### src/rtl/i2s_rx_if.sv
// i2s_rx_if: output handshake bundle of the I2S receiver.
//   rx_left  : left word at the FIFO head
//   rx_right : right word at the FIFO head
//   rx_valid : head entry holds a stereo pair
//   rx_ready : consumer accepts the head when rx_valid && rx_ready at a clk rise
// master = receiver side (drives data/valid), slave = consumer side (drives ready).
interface i2s_rx_if #(
  parameter int unsigned BIT_DEPTH = 8
) ();
  logic [BIT_DEPTH-1:0] rx_left;
  logic [BIT_DEPTH-1:0] rx_right;
  logic                 rx_valid;
  logic                 rx_ready;

  modport master (
    output rx_left,
    output rx_right,
    output rx_valid,
    input  rx_ready
  );

  modport slave (
    input  rx_left,
    input  rx_right,
    input  rx_valid,
    output rx_ready
  );
endinterface

### src/rtl/i2s_rx.sv
// i2s_rx: I2S (Philips format) slave receiver with a stereo-pair FIFO.
// Oversamples bclk/lrclk/sdata in the clk domain, deserialises MSB-first words,
// pairs left with the following right word and queues pairs for the consumer.
// Ports:
//   clk       : system clock, at least 4x the bclk frequency
//   reset     : asynchronous active-low reset
//   bclk      : I2S bit clock (asynchronous)
//   lrclk     : word select (asynchronous), 0 = left, 1 = right
//   sdata     : serial data, MSB first
//   rx        : output handshake (i2s_rx_if.master)
//   ovf_clr   : clears overflow (and frame_err when built)
//   overflow  : sticky, a pair was dropped on a full FIFO
//   frame_err : sticky framing error
// Optional feature: define I2S_RX_FRAME_CHECK_EN to build the word-length check
// driving frame_err; otherwise frame_err is tied low.
module i2s_rx #(
  parameter int unsigned BIT_DEPTH  = 8,
  parameter int unsigned FIFO_DEPTH = 4
) (
  input  logic     clk,
  input  logic     reset,
  input  logic     bclk,
  input  logic     lrclk,
  input  logic     sdata,
  i2s_rx_if.master rx,
  input  logic     ovf_clr,
  output logic     overflow,
  output logic     frame_err
);

  localparam int unsigned CW   = $clog2(BIT_DEPTH + 1);
  localparam int unsigned AW   = $clog2(FIFO_DEPTH);
  localparam int unsigned CNTW = AW + 1;

  // Input synchronisers; bclk carries one extra stage for edge detection.
  logic [2:0] bclk_sync;
  logic [1:0] lrclk_sync;
  logic [1:0] sdata_sync;

  always_ff @(posedge clk or negedge reset) begin
    if (!reset) begin
      bclk_sync  <= '0;
      lrclk_sync <= '0;
      sdata_sync <= '0;
    end else begin
      bclk_sync  <= {bclk_sync[1:0], bclk};
      lrclk_sync <= {lrclk_sync[0], lrclk};
      sdata_sync <= {sdata_sync[0], sdata};
    end
  end

  logic bit_evt;
  logic lr_s;
  logic sd_s;
  assign bit_evt = bclk_sync[1] & ~bclk_sync[2];
  assign lr_s    = lrclk_sync[1];
  assign sd_s    = sdata_sync[1];

  // Deserialiser state
  logic                 started;    // lr_prev holds a real sample
  logic                 edge_seen;  // at least one channel edge since reset
  logic                 lr_prev;
  logic [CW-1:0]        bit_cnt;
  logic [BIT_DEPTH-1:0] shreg;
  logic [BIT_DEPTH-1:0] shreg_set;
  logic                 ch_edge;

  logic                 word_vld;
  logic                 word_ch;
  logic [BIT_DEPTH-1:0] word_q;

  assign ch_edge = bit_evt & started & (lr_s != lr_prev);

  // Shift register with the current bit placed at BIT_DEPTH-1-bit_cnt.
  always_comb begin
    shreg_set = shreg;
    for (int unsigned i = 0; i < BIT_DEPTH; i++) begin
      if (bit_cnt == CW'(BIT_DEPTH - 1 - i)) shreg_set[i] = sd_s;
    end
  end

  always_ff @(posedge clk or negedge reset) begin
    if (!reset) begin
      started   <= 1'b0;
      edge_seen <= 1'b0;
      lr_prev   <= 1'b0;
      bit_cnt   <= '0;
      shreg     <= '0;
      word_vld  <= 1'b0;
      word_ch   <= 1'b0;
      word_q    <= '0;
    end else begin
      word_vld <= 1'b0;
      if (bit_evt) begin
        if (!started) begin
          // First event after reset only establishes the channel; no capture.
          started <= 1'b1;
          lr_prev <= lr_s;
          shreg   <= '0;
          bit_cnt <= '0;
        end else if (ch_edge) begin
          // Edge slot is the Philips delay bit: emit the finished word, drop the bit.
          word_vld  <= edge_seen;
          word_ch   <= lr_prev;
          word_q    <= shreg;
          shreg     <= '0;
          bit_cnt   <= '0;
          lr_prev   <= lr_s;
          edge_seen <= 1'b1;
        end else if (bit_cnt < CW'(BIT_DEPTH)) begin
          shreg   <= shreg_set;
          bit_cnt <= bit_cnt + CW'(1);
        end
      end
    end
  end

  // Left/right pairing
  logic                 left_held;
  logic [BIT_DEPTH-1:0] left_hold;
  logic                 push_q;
  logic [BIT_DEPTH-1:0] push_l;
  logic [BIT_DEPTH-1:0] push_r;

  always_ff @(posedge clk or negedge reset) begin
    if (!reset) begin
      left_held <= 1'b0;
      left_hold <= '0;
      push_q    <= 1'b0;
      push_l    <= '0;
      push_r    <= '0;
    end else begin
      push_q <= 1'b0;
      if (word_vld) begin
        if (!word_ch) begin
          left_hold <= word_q;
          left_held <= 1'b1;
        end else if (left_held) begin
          push_q    <= 1'b1;
          push_l    <= left_hold;
          push_r    <= word_q;
          left_held <= 1'b0;
        end
      end
    end
  end

  // Show-ahead pair FIFO
  logic [BIT_DEPTH-1:0] mem_l [FIFO_DEPTH];
  logic [BIT_DEPTH-1:0] mem_r [FIFO_DEPTH];
  logic [AW-1:0]        wptr;
  logic [AW-1:0]        rptr;
  logic [CNTW-1:0]      count;
  logic                 valid;
  logic                 full;
  logic                 pop;
  logic                 do_push;
  logic                 ovf_set;

  assign valid   = (count != '0);
  assign full    = (count == CNTW'(FIFO_DEPTH));
  assign pop     = valid & rx.rx_ready;
  // A pop in the same cycle frees the slot, so a full FIFO still accepts.
  assign do_push = push_q & (~full | pop);
  assign ovf_set = push_q & full & ~pop;

  assign rx.rx_valid = valid;
  assign rx.rx_left  = valid ? mem_l[rptr] : '0;
  assign rx.rx_right = valid ? mem_r[rptr] : '0;

  always_ff @(posedge clk) begin
    if (do_push) begin
      mem_l[wptr] <= push_l;
      mem_r[wptr] <= push_r;
    end
  end

  always_ff @(posedge clk or negedge reset) begin
    if (!reset) begin
      wptr     <= '0;
      rptr     <= '0;
      count    <= '0;
      overflow <= 1'b0;
    end else begin
      if (do_push) wptr <= wptr + AW'(1);
      if (pop)     rptr <= rptr + AW'(1);
      if (do_push && !pop)      count <= count + CNTW'(1);
      else if (!do_push && pop) count <= count - CNTW'(1);
      overflow <= ovf_set | (overflow & ~ovf_clr);
    end
  end

`ifdef I2S_RX_FRAME_CHECK_EN
  localparam int unsigned FW = $clog2(BIT_DEPTH + 2);

  // Non-edge bit events since the last edge, saturating one past BIT_DEPTH.
  logic [FW-1:0] frame_cnt;
  logic          ferr_set;

  assign ferr_set = ch_edge & edge_seen & (frame_cnt != FW'(BIT_DEPTH));

  always_ff @(posedge clk or negedge reset) begin
    if (!reset) begin
      frame_cnt <= '0;
      frame_err <= 1'b0;
    end else begin
      if (ch_edge) begin
        frame_cnt <= '0;
      end else if (bit_evt && started && frame_cnt != FW'(BIT_DEPTH + 1)) begin
        frame_cnt <= frame_cnt + FW'(1);
      end
      frame_err <= ferr_set | (frame_err & ~ovf_clr);
    end
  end
`else
  assign frame_err = 1'b0;
`endif

endmodule

### src/flat_wrapper.sv
// flat-port wrapper written by rule: the top's interface ports become plain ports
module i2s_rx_flat 
#(
  parameter int unsigned BIT_DEPTH  = 8,
  parameter int unsigned FIFO_DEPTH = 4
)
  (clk, reset, bclk, lrclk, sdata, ovf_clr, overflow, frame_err, rx_rx_left, rx_rx_right, rx_rx_valid, rx_rx_ready);
  i2s_rx_if #(.BIT_DEPTH(BIT_DEPTH)) rx_i ();
  input  logic clk;
  input  logic reset;
  input  logic bclk;
  input  logic lrclk;
  input  logic sdata;
  input  logic ovf_clr;
  output logic overflow;
  output logic frame_err;
  output wire logic [$bits(rx_i.rx_left)-1:0] rx_rx_left;
  output wire logic [$bits(rx_i.rx_right)-1:0] rx_rx_right;
  output wire logic [$bits(rx_i.rx_valid)-1:0] rx_rx_valid;
  input wire logic [$bits(rx_i.rx_ready)-1:0] rx_rx_ready;
  assign rx_rx_left = rx_i.rx_left;
  assign rx_rx_right = rx_i.rx_right;
  assign rx_rx_valid = rx_i.rx_valid;
  assign rx_i.rx_ready = rx_rx_ready;
  i2s_rx #(.BIT_DEPTH(BIT_DEPTH), .FIFO_DEPTH(FIFO_DEPTH)) u_core (.clk(clk), .reset(reset), .bclk(bclk), .lrclk(lrclk), .sdata(sdata), .rx(rx_i), .ovf_clr(ovf_clr), .overflow(overflow), .frame_err(frame_err));
endmodule
### config.mk
export PLATFORM = sky130hd
export DESIGN_NAME = i2s_rx_flat
export DESIGN_NICKNAME = d
export VERILOG_FILES = /design/src/rtl/i2s_rx_if.sv /design/src/rtl/i2s_rx.sv /design/src/flat_wrapper.sv
export SDC_FILE = /design/constraint.sdc
export NUM_CORES = 1
export LEC_CHECK = 0
export CAP_MARGIN = 10
export CELL_PAD_IN_SITES_DETAIL_PLACEMENT = 1
export CELL_PAD_IN_SITES_GLOBAL_PLACEMENT = 2
export CORE_MARGIN = 2
export CORE_UTILIZATION = 48
export CTS_BUF_LIST = sky130_fd_sc_hd__clkbuf_16
export DETAILED_ROUTE_END_ITERATION = 10
export DONT_BUFFER_PORTS = 1
export PLACE_DENSITY = 0.81
export SLEW_MARGIN = 0
export SYNTH_ARGS = -nofsm -noshare
export SYNTH_HDL_FRONTEND = slang
export SYNTH_SLANG_ARGS = --single-unit
export TNS_END_PERCENT = 30
### constraint.sdc
create_clock -name clk -period 3 [get_ports clk]
set_input_delay 0.3 -clock clk [delete_from_list [all_inputs] [get_ports clk]]
set_output_delay 0.3 -clock clk [all_outputs]
set_load 0.03 [all_outputs]
* Yosys cells after proc, flatten, opt, wreduce, memory -nomap -nowiden
Memory sizes are Yosys's and may differ from the RTL's.
Index checks and enable logic that the tools add are counted.
** Storage, ports and cells
- Register bits after elaboration :: 66
- Memory bits (writable) :: 64
- Bits of input ports :: 7
- Memories :: 2
** Cells by class
- Add/sub/neg operators :: 5
- Magnitude comparators :: 1
- Equality and inequality tests :: 19
- Muxes and demuxes :: 29
- Bitwise gates (word level) :: 15
- Reduce and logical (&&, ||, !) cells :: 20
** Memory list
- u_core.mem_l :: depth 4, bits a word 8, rd ports 1, clocked after Yosys merged registers in 0, write ports 1, line i2s_rx.sv:149 : logic [BIT_DEPTH-1:0] mem_l [FIFO_DEPTH];
- u_core.mem_r :: depth 4, bits a word 8, rd ports 1, clocked after Yosys merged registers in 0, write ports 1, line i2s_rx.sv:150 : logic [BIT_DEPTH-1:0] mem_r [FIFO_DEPTH];
** Operator list (number)
- 2-to-1 mux 8 bit :: 5
- AND reduction 3 bit :: 10
- inequality test 3 bit (second input constant) :: 9
- 2-to-1 mux 1 bit :: 19
- == test 4 x 3 -> 1 bit (second input constant) :: 4
- 2-to-1 mux 4 bit :: 3
- bitwise AND 1 bit :: 8
- == test 4 x 2 -> 1 bit (second input constant) :: 2
- 2-to-1 mux 3 bit :: 2
- AND reduction 2 bit :: 3
- inverter 1 bit :: 5
- adder 2 x 1 -> 2 bit (second input constant) :: 2
- adder 4 x 1 -> 4 bit (second input constant) :: 1
- == test 4 x 1 -> 1 bit (second input constant) :: 1
- zero test 4 bit :: 1
- less-than comparator 4 bit (second input constant) :: 1
- adder 3 x 1 -> 3 bit (second input constant) :: 1
- == test 3 bit (second input constant) :: 1
- nonzero test 3 bit :: 1
- subtractor 3 x 1 -> 3 bit (second input constant) :: 1
- logical AND 1 bit :: 2
- zero test 1 bit :: 2
- inequality test 2 bit (second input constant) :: 1
- bitwise OR 1 bit :: 2
- 2 further kinds :: 2

* Depth between registers and ports, before layout
- Word-level depth :: 8
- Mapped depth :: 9

* Worst setup path after synthesis
No wires, ideal clock.
- Path type :: flip-flop to flip-flop
- Start :: register u_core.count[1]
- End :: register u_core.count[2]
- Arrival :: 1966 ps
- Data required time :: 2921 ps
- Slack :: 955 ps
- Cell stages (with the launch flop) :: 10
- Buffers on the path :: 1
- Clock period less this slack :: 2045 ps
- Cell sequence :: dfrtp_1 -> or3_1 -> clkbuf_1 -> nand2_1 -> ha_1 -> inv_1 -> fa_1 -> xor2_1 -> nor2_1 -> xor2_1
** Between the ends
- Word-level cells in the longest chain between the ends :: 7
- Elaborated cells between the ends (all ways) :: 15
- Those cells by class :: add/sub (2); eq/ne (1); mux (2); bitwise (4); reduce/logical (6)
** RTL lines
- start: declaration :: line i2s_rx.sv:153 : logic [CNTW-1:0] count;
- start signal: assignment :: line i2s_rx.sv:187 : if (do_push && !pop) count <= count + CNTW'(1);
- start signal: assignment :: line i2s_rx.sv:188 : else if (!do_push && pop) count <= count - CNTW'(1);
- nonzero test 3 bit or == test 3 bit (tied branches) :: line i2s_rx.sv:160, i2s_rx.sv:161
- bitwise AND 1 bit or inverter 1 bit (tied branches) :: line i2s_rx.sv:162, i2s_rx.sv:164
- bitwise OR 1 bit :: line i2s_rx.sv:164 : assign do_push = push_q & (~full | pop);
- bitwise AND 1 bit :: line i2s_rx.sv:164
- zero test 1 bit :: line i2s_rx.sv:188
- logical AND 1 bit :: line i2s_rx.sv:188
- nonzero test 2 bit (no line)
Parallel ways exist; a longest one is shown, timed or not. The select of a mux whose other input is x is not followed.
A chain may end at the register's enable or synchronous reset.

* Worst setup path in the final report
Same ends and word-level chain as after synthesis.

==> flow_summary.rst <==
.. list-table::
   :header-rows: 1

   * - Metric
     - Value
   * - Starting density of the core
     - 49.74%
   * - Wire length reported by the detailed router
     - 9540 um
   * - Post-layout minimum cycle time
     - 2342 ps
   * - Critical path depth in cells
     - 9
   * - Post-Synth Adder-Cell Area
     - 2.560%
   * - Fin. max-slew vios
     - 0
   * - Count of flip-flops with a built-in enable after synthesis
     - 64
   * - Area enclosed by the die boundary
     - 0.01164 mm^2
   * - Antenna diode count
     - 0
   * - Run status
     - completed
   * - CP Max Fanout
     - 19
   * - Number of standard cells after synthesis
     - 301
   * - Clock tree from TritonCTS
     - yes
   * - Gpl congestion
     - 0.7722
   * - Max VDD drop
     - 0.3857 mV
   * - Post-synthesis cell area
     - 0.005181 mm^2
   * - Period utilisation layout
     - 78.08%
   * - Number of vias after detailed routing
     - 2,524
   * - Number of buffers created by CTS
     - 17
   * - First-pass GRT wire length
     - 15,770 um
   * - Sequential share of the synthesized area
     - 68.97%
   * - Number of setup buffers added after CTS
     - 0
   * - Static leakage power
     - 2.453 nW
   * - Classification of the worst-slack hold path
     - input port to flop
   * - Number of hold violations in the final report
     - 0
   * - Root buffer cell
     - clkbuf_16
   * - Most frequent cells in the layout
     - dfrtp_1 (66), edfxtp_1 (64), mux2_2 (34)
   * - Max cap viols
     - 0
   * - Max frequency
     - 426.9 MHz
   * - Remaining Overflow, GRT
     - 0
   * - Launch point of the critical path
     - u_core.count[1]
   * - Number of detailed-routing iterations run before antenna repair
     - 5
   * - Type of the worst setup path
     - flop to flop
   * - Dominant combinational cell family by area after synthesis
     - multiplexers
   * - Clock tree skew after final layout
     - 9.031 ps
   * - Xor/xnor cell area share of the yosys netlist
     - 1.546%
   * - Worst path arrival time
     - 2670 ps
   * - Average wire per standard cell
     - 20.30 um
   * - Largest stage delay on the critical path
     - 420 ps
   * - Setup_tns
     - 0 ps
   * - Core footprint
     - 0.01042 mm^2
   * - Cell with the largest stage delay on the worst path
     - dfrtp_1
   * - Dominant register cell in the synthesized netlist
     - dfrtp_1
   * - Number of cell rows
     - 37
   * - Flop and latch count out of synthesis
     - 130
   * - DRC errors left
     - 0
   * - Chip Height
     - 107.9 um
   * - Top cell by count, worst path
     - xor2_1
   * - Number of buffers between clock root and the deepest sink
     - 2
   * - Cell Pwr Density
     - 847.2 mW/mm^2
   * - Post-Synthesis Net Count
     - 318
   * - Overall die width
     - 107.9 um
   * - Ports
     - 26
   * - Antenna violations before repair
     - 0
   * - Post-synthesis compound-gate area fraction
     - 3.598%
   * - Critical path endpoint category
     - flop
   * - Number of setup violations in the final report
     - 0
   * - Maximum number of pins on one net before global-route repair
     - 67
   * - Number of global-route vias before repair
     - 2,871
   * - Count of cells along the worst register-to-register path
     - 9
   * - Count of cells along the worst hold path
     - 1
   * - Number of nets still failing antenna checks after routing
     - 0
   * - CTS Sinks
     - 130
   * - Vias/cell
     - 5.370
   * - Unrepaired setup endpoints after global routing
     - false
   * - Reg2Reg Launch Point
     - u_core.count[1]
   * - Placed wire-length estimate after detailed placement
     - 5862 um
   * - Crit Reg-Reg Endpoint
     - u_core.count[2]
   * - Actual transition at the worst max-transition pin
     - 784.0 ps
   * - Layout cells sized above 1
     - 25.45%
   * - CP delay by family, top
     - simple AND/OR/NAND/NOR gates
   * - Number of distinct library cell variants in the gate-level netlist after synthesis
     - 43
   * - Clk Latency, worst-skew pair
     - 410 ps
   * - GRT Overall Usage
     - 18.81%
   * - Data required time of the critical path
     - 3320 ps
   * - Clock slew at the register clock pins of the worst setup and hold paths
     - 50 ps
   * - Mean post-synth cell area
     - 17.21 um^2
   * - Slack of the worst reg-to-reg path
     - 660 ps
   * - Relative max-transition margin
     - 47.73%
   * - Yosys warns
     - 0
   * - Most common library cell in the layout ignoring fill and taps
     - dfrtp_1
   * - Asr flop ratio synth
     - 50.77%
   * - Count of buffering cells on the critical path with inverters included
     - 2
   * - Post-route total power
     - 5.007 mW
   * - Input/output buffers
     - 0
   * - Initial DRC count
     - 106
   * - Growth of design area from synthesis to finish
     - 14.08%
   * - Multiplexer share of the synthesized area
     - 14.54%
   * - Critical path endpoint
     - u_core.count[2]
   * - Number of nets in the finished design
     - 338
   * - Critical path startpoint category
     - flop
   * - H-tree levels
     - 4
   * - Synth Area in Simple Gates
     - 6.399%
   * - Crit path cell chain
     - or3_1, buf_4, nand2_1, ha_1, inv_1, fa_1, xor2_1, nor2_1, xor2_1
[sequential cells by signal, summed over array words and instances, names as in the netlist, 2 cells and up]
| register | cells |
|---|---|
| u_core.lrclk_sync | 2 |
| u_core.wptr | 2 |
| u_core.shreg | 8 |
| u_core.left_hold | 8 |
| u_core.bit_cnt | 4 |
| u_core.mem_r | 32 |
| u_core.push_r | 8 |
| u_core.word_q | 8 |
| u_core.push_l | 8 |
| u_core.bclk_sync | 3 |
| u_core.mem_l | 32 |
| u_core.count | 3 |
| u_core.rptr | 2 |
| u_core.sdata_sync | 2 |
[power by group]
part           leakage, nW  switching [mW]  internal, mW
registers             1.51           0.189          2.03
logic                0.676           0.597         0.415
clock network        0.264           0.678          1.10
[worst register-to-register path, cell delays in order (launching register included)]
cell     delay, ps
dfrtp_1        420
or3_1          370
buf_4          220
nand2_1        140
ha_1           190
inv_1           70
fa_1           390
xor2_1         160
nor2_1         140
xor2_1         170
[worst min path at each step]
stage / start / to / slack [ps]
after CTS: ovf_clr / u_core.overflow / 1
after global routing: ovf_clr / u_core.overflow / 30
final: ovf_clr / u_core.overflow / 9
after detailed placement: reset / u_core.sdata_sync[1] / 6
after floorplan: reset / u_core.bclk_sync[0] / 4
after global placement: reset / u_core.sdata_sync[0] / 7
[layout make-up]
type                            count  area (um^2)
Sequential cell                   130         3573
Clock inverter                     15        88.84
Fill cell                         940         4506
Clock buffer                       17        425.4
Inverter                           14        52.55
Multi-Input combinational cell    147         1488
Timing Repair Buffer               11        112.6
Tap cell                          136        170.2
[Yosys cell counts, types with 4 or more instances]
library cell   n  area share (%)
mux4_2        16             7.0
ha_1           9             2.2
nand2_1        6            0.43
xnor2_1        4            0.68
dfrtp_1       66              32
and2_1        22             2.7
o21ai_0       12             1.2
mux2_2        34             7.4
edfxtp_1      64              37
o32ai_1        5            0.85
inv_1         14             1.0
[per-layer routing]
metal | vias up | global-route usage [%] | routed length [um]
met5 | - | 0 | 0
met4 | 0 | 6.868 | 82
met3 | 6 | 4.540 | 305
met2 | 45 | 31.99 | 4964
met1 | 1319 | 23.44 | 4188
li1 | 1154 | - | -
[kinds of logic (layout without fill, tap and decap cells)]
family,after synthesis,count (layout)
other cells,1,1
flops,130,130
xor+xnor,7,7
fa+ha+maj,10,10
buf+inv,24,57
compound gates,27,27
mux,51,51
simple gates,51,51
[through the flow]
| stage | instances | worst slack [ps] | hold slack [ps] | cell area [um^2] | util, % |
|---|---|---|---|---|---|
| global placement | 433 | 815.3 | 6.636 | 5329 | 51.16 |
| detailed placement | 433 | 743.1 | 6.109 | 5329 | 51.16 |
| CTS | 470 | 613.4 | 1.457 | 5911 | 56.74 |
| global route | 470 | 520.0 | 30.01 | 5911 | 56.74 |
| finish | 470 | 657.6 | 8.951 | 5911 | 56.74 |
| floorplan | 301 | 954.8 | 4.409 | 5181 | - |
[repair_timing]
item,CTS,global route
hold endpoints to repair,69,0
resized for setup,0,0
hold buffers,5,0
setup endpoints to repair,0,0
Power figures use the tool's default switching activity.
